File: src/rtl/req_arbiter8.sv
// req_arbiter8: grants one of 8 requesters, holds while requested, forced release after MAX_HOLD cycles.
// Define ROUND_ROBIN_EN for rotating priority; default is fixed priority (bit 7 highest).
module req_arbiter8 #(
   parameter int unsigned MAX_HOLD = 16
) (
   input  logic       clk,
   input  logic       rst,
   input  logic [7:0] req,
   output logic [7:0] gnt,
   output logic [2:0] gnt_id,
   output logic       gnt_valid,
   output logic       timeout
);

   localparam int unsigned N_REQ = 8;
   localparam int unsigned ID_W  = 3;
   localparam int unsigned CNT_W = 8;
   localparam logic [CNT_W-1:0] HOLD_LAST = (MAX_HOLD == 0) ? '0 : CNT_W'(MAX_HOLD - 1);

   typedef enum logic {IDLE, GRANT} state_t;

   state_t            state_q, state_d;
   logic [N_REQ-1:0]  gnt_q, gnt_d;
   logic [ID_W-1:0]   gnt_id_q, gnt_id_d;
   logic              gnt_valid_q, gnt_valid_d;
   logic              timeout_q, timeout_d;
   logic [CNT_W-1:0]  hold_cnt_q, hold_cnt_d;
   logic [ID_W-1:0]   win_id;
`ifdef ROUND_ROBIN_EN
   logic [ID_W-1:0]   last_id_q, last_id_d;
   logic [ID_W-1:0]   cand;
`endif

   // Winner selection; later loop iterations have higher priority
   always_comb begin
      win_id = '0;
`ifdef ROUND_ROBIN_EN
      cand = '0;
      for (int k = N_REQ; k >= 1; k--) begin
         cand = last_id_q - ID_W'(k);
         if (req[cand]) win_id = cand;
      end
`else
      for (int i = 0; i < N_REQ; i++) begin
         if (req[i]) win_id = ID_W'(i);
      end
`endif
   end

   always_comb begin
      state_d     = state_q;
      gnt_d       = gnt_q;
      gnt_id_d    = gnt_id_q;
      gnt_valid_d = gnt_valid_q;
      timeout_d   = 1'b0;
      hold_cnt_d  = hold_cnt_q;
`ifdef ROUND_ROBIN_EN
      last_id_d   = last_id_q;
`endif
      case (state_q)
         IDLE: begin
            if (req != '0) begin
               gnt_d       = N_REQ'(1) << win_id;
               gnt_id_d    = win_id;
               gnt_valid_d = 1'b1;
               hold_cnt_d  = '0;
`ifdef ROUND_ROBIN_EN
               last_id_d   = win_id;
`endif
               state_d     = GRANT;
            end else begin
               gnt_d       = '0;
               gnt_id_d    = '0;
               gnt_valid_d = 1'b0;
            end
         end
         GRANT: begin
            if (hold_cnt_q != '1) hold_cnt_d = hold_cnt_q + CNT_W'(1);
            if (!req[gnt_id_q]) begin
               gnt_d       = '0;
               gnt_id_d    = '0;
               gnt_valid_d = 1'b0;
               state_d     = IDLE;
            end else if ((MAX_HOLD != 0) && (hold_cnt_q == HOLD_LAST)) begin
               gnt_d       = '0;
               gnt_id_d    = '0;
               gnt_valid_d = 1'b0;
               timeout_d   = 1'b1;
               state_d     = IDLE;
            end
         end
         default: state_d = IDLE;
      endcase
   end

   always_ff @(posedge clk or posedge rst) begin
      if (rst) begin
         state_q     <= IDLE;
         gnt_q       <= '0;
         gnt_id_q    <= '0;
         gnt_valid_q <= 1'b0;
         timeout_q   <= 1'b0;
         hold_cnt_q  <= '0;
`ifdef ROUND_ROBIN_EN
         last_id_q   <= '0;
`endif
      end else begin
         state_q     <= state_d;
         gnt_q       <= gnt_d;
         gnt_id_q    <= gnt_id_d;
         gnt_valid_q <= gnt_valid_d;
         timeout_q   <= timeout_d;
         hold_cnt_q  <= hold_cnt_d;
`ifdef ROUND_ROBIN_EN
         last_id_q   <= last_id_d;
`endif
      end
   end

   assign gnt       = gnt_q;
   assign gnt_id    = gnt_id_q;
   assign gnt_valid = gnt_valid_q;
   assign timeout   = timeout_q;

endmodule

File: config.mk
export PLATFORM = sky130hd
export DESIGN_NAME = req_arbiter8
export DESIGN_NICKNAME = d
export VERILOG_FILES = /design/src/rtl/req_arbiter8.sv
export SDC_FILE = /design/constraint.sdc
export NUM_CORES = 1
export LEC_CHECK = 0
export CAP_MARGIN = 15
export CORE_UTILIZATION = 45
export DETAILED_ROUTE_END_ITERATION = 8
export HOLD_SLACK_MARGIN = 0.08
export PLACE_DENSITY = 0.85
export SLEW_MARGIN = 40
export SYNTH_ARGS = -nofsm -noshare
export SYNTH_HDL_FRONTEND = slang
export SYNTH_SLANG_ARGS = --single-unit
export TNS_END_PERCENT = 5
File: constraint.sdc
create_clock -name clk -period 1.7 [get_ports clk]
set_input_delay 0.51 -clock clk [delete_from_list [all_inputs] [get_ports clk]]
set_output_delay 0.51 -clock clk [all_outputs]
set_load 0.03 [all_outputs]
==> flow_summary.toml <==
[timing]
maxSlewHeadroom = 0.731
max_freq_ghz = 0.570
setup_violations = 9
finalSetupTns_ns = -0.209
finClkSkew_ns = 0.0219
slew_violations = 0
fin_crit_ns = 1.76
hold_viol_final = 0
min_period_over_period = 1.03
rsz0062_at_grt = "yes"
worst-slew-pin-transition_ns = 0.399
setup_ws_ns = -0.0554

[die]
core_mm2 = 0.00228
die_w_um = 52.0
die_area_mm2 = 0.00270
io_pins = 23
initial_core_util = 0.494
die_h_um = 52.0
num_rows = 17

[critical_path]
criticalPathCategory = "flop to flop"
rr_worst_depth = 4
crit_path_end_kind = "flop"
rr_endpoint = "gnt[0]"
cp.arrival_ns = 1.95
cp_max_fo = 6
timing.rr.start = "gnt_id[0]"
reg2reg_slack_ns = -0.06
worstPathRequired_ns = 1.90
cp-start-kind = "flop"

[cells_and_area]
nNetsFinal = 166
final_util = 0.728
final_cell_mix = "26 x buf_4, 21 x dfrtp_1, 14 x dlygate4sd2_1, 10 x nor2_1"
num_antenna_cells = 0
final_common_cell = "buf_4"
area_delta_synth_final_pct = 47.3
drive_gt1_frac = 0.299
fin_cells = 182

[worst_hold_path]
hold_path.class = "input port to async pin"

[placed_design]
hpwl_mm = 2.07
post-place-cells = 175
gp_congestion = 0.860
pre_cts_slack_ns = -0.641
port_buffers = 22

[yosys]
ys_ff_latch = 22
synthArstFlopShare = 1.00
synth_cells = 105
syn_area_mm2 = 0.00112
avgSynthCellArea_um2 = 10.7
seq_area_frac_synth = 0.489
synth.distinct_cells = 42
synth-main-ff-cell = "dfrtp_1"
synth.net_count = 116
synth_edf_count = 0
ys_warn_count = 0

[detailed_routing]
antenna_left = 0
drtIter0Drc = 21
vias = 1052
drt-total-wl_mm = 3.06
via_per_inst = 5.78
dr.pass1.iters = 4
drc_errors = 0
drt-wirelength-per-cell_um = 16.8

[grt]
grt_busiest_layer = "met2"
gr-total-overflow = 0
use_met2 = 0.425
grt_pass1_vias = 1005
grt_max_degree = 23
antenna_found_initial = 0
use_met1 = 0.285
grt_pass1_wl_mm = 4.52
grt_usage = 0.236
grt_use_met3 = 0.0351

[clock_network]
cts_buffers = 3
cts.reportedPaths.clkPinSlew_ns = 0.14
cts_root_buffer = "clkbuf_4"
cts_sinks = 22
clk_latency_ns = 0.32
cts_hold_buffers = 0
cts_max_level = 1
cts_tree = "done"
clock_path_buffers = 2

[status]
failed_checks = "setup timing"
status = "complete, but fails checks"

[power]
power.leakage_uw = 0.000776
power.total_uw = 2340
p_per_area_mw_per_mm2 = 1410
irDropWorstVdd_v = 0.000756

[job]
maxCapViolations = 0
[worst max-delay path: stages, from the launching register on]
cell and delay, ns:
dfrtp_2 0.43, mux4_2 0.56, o221ai_4 0.28, nor3b_4 0.11, a22o_2 0.25
[logic make-up (layout without fill, tap and decap cells)]
group / Yosys count / in the layout / share of synthesized area
AO/OA/AOI/OAI: 26 / 26 / 0.189
XOR/XNOR: 6 / 6 / 0.0467
AND/OR/NAND/NOR: 39 / 40 / 0.197
adder cells (fa/ha/maj): 1 / 1 / 0.0111
flip-flops: 22 / 22 / 0.489
buffers and inverters: 9 / 57 / 0.0367
multiplexers: 2 / 2 / 0.0300
[through the flow]
| step | hold WS, ns | area, um^2 |
|---|---|---|
| 6_report | 0.500 | 1660 |
| 5_1_grt | 0.514 | 1660 |
| 4_1_cts | 0.502 | 1600 |
| 3_5_place_dp | 0.477 | 1540 |
| 3_3_place_gp | 0.469 | 1540 |
| 2_1_floorplan | 0.490 | 1130 |
[cells in the mapped netlist, types with 2 or more instances]
library cell,count,area share
a21oi_1,2,0.0089
a22o_1,5,0.039
a22o_2,3,0.027
clkbuf_1,3,0.010
dfrtp_1,22,0.49
inv_1,5,0.017
nand2_1,4,0.013
nand3_1,3,0.013
nand3b_1,2,0.013
nand4_1,3,0.017
nor2_1,10,0.033
nor3_1,4,0.018
nor4_1,3,0.017
o21ai_0,3,0.013
o2bb2ai_1,2,0.016
xnor2_1,3,0.023
xor2_1,3,0.023
[registers in the layout, summed over array words and instances (netlist names)]
register and flops:
gnt 8, hold_cnt_q 8, timeout 1, gnt_valid 1
state_q 1, gnt_id 3
[routing by layer]
layer,up-vias,wire length (um)
met5,-,0
met4,0,74
met3,8,135
met2,43,1610
met1,508,1240
li1,493,-
[cell type report]
class	count	area (um^2)
inverters	5	18.8
multi-input cells	75	603
clock inverters	1	30.0
clock buffers	3	22.5
flip-flops and latches	22	552
repair buffers	48	395
well taps	28	35.0
fillers	168	619
[power by group]
part / switching [uW] / leakage, uW / internal, uW / total, uW
clock: 164 / 0.0000279 / 238 / 402
combinational: 626 / 0.000459 / 526 / 1150
sequential: 131 / 0.000289 / 653 / 784
[how the worst max path moves through the flow]
| stage | from | end | slack [ns] | cells after the start |
|---|---|---|---|---|
| final | gnt_id[0] | gnt[0] | -0.06 | 4 |
| after global placement | req[6] | gnt[1] | -0.57 | 5 |
| after detailed placement | req[6] | gnt[1] | -0.64 | 5 |
| after floorplan | gnt_id[0] | state_q | -0.04 | 5 |
| after CTS | req[4] | gnt[0] | -0.13 | 5 |
| after global routing | gnt_id[0] | gnt[0] | -0.08 | 4 |
[timing repair]
item / in CTS / in global routing
cloned: 0 / 1
resized for setup: 22 / 6
setup buffers: 0 / 2
pin swaps: 1 / 6
setup endpoints to repair: 33 / 22
Note: power is estimated with default switching activity, not from simulation.
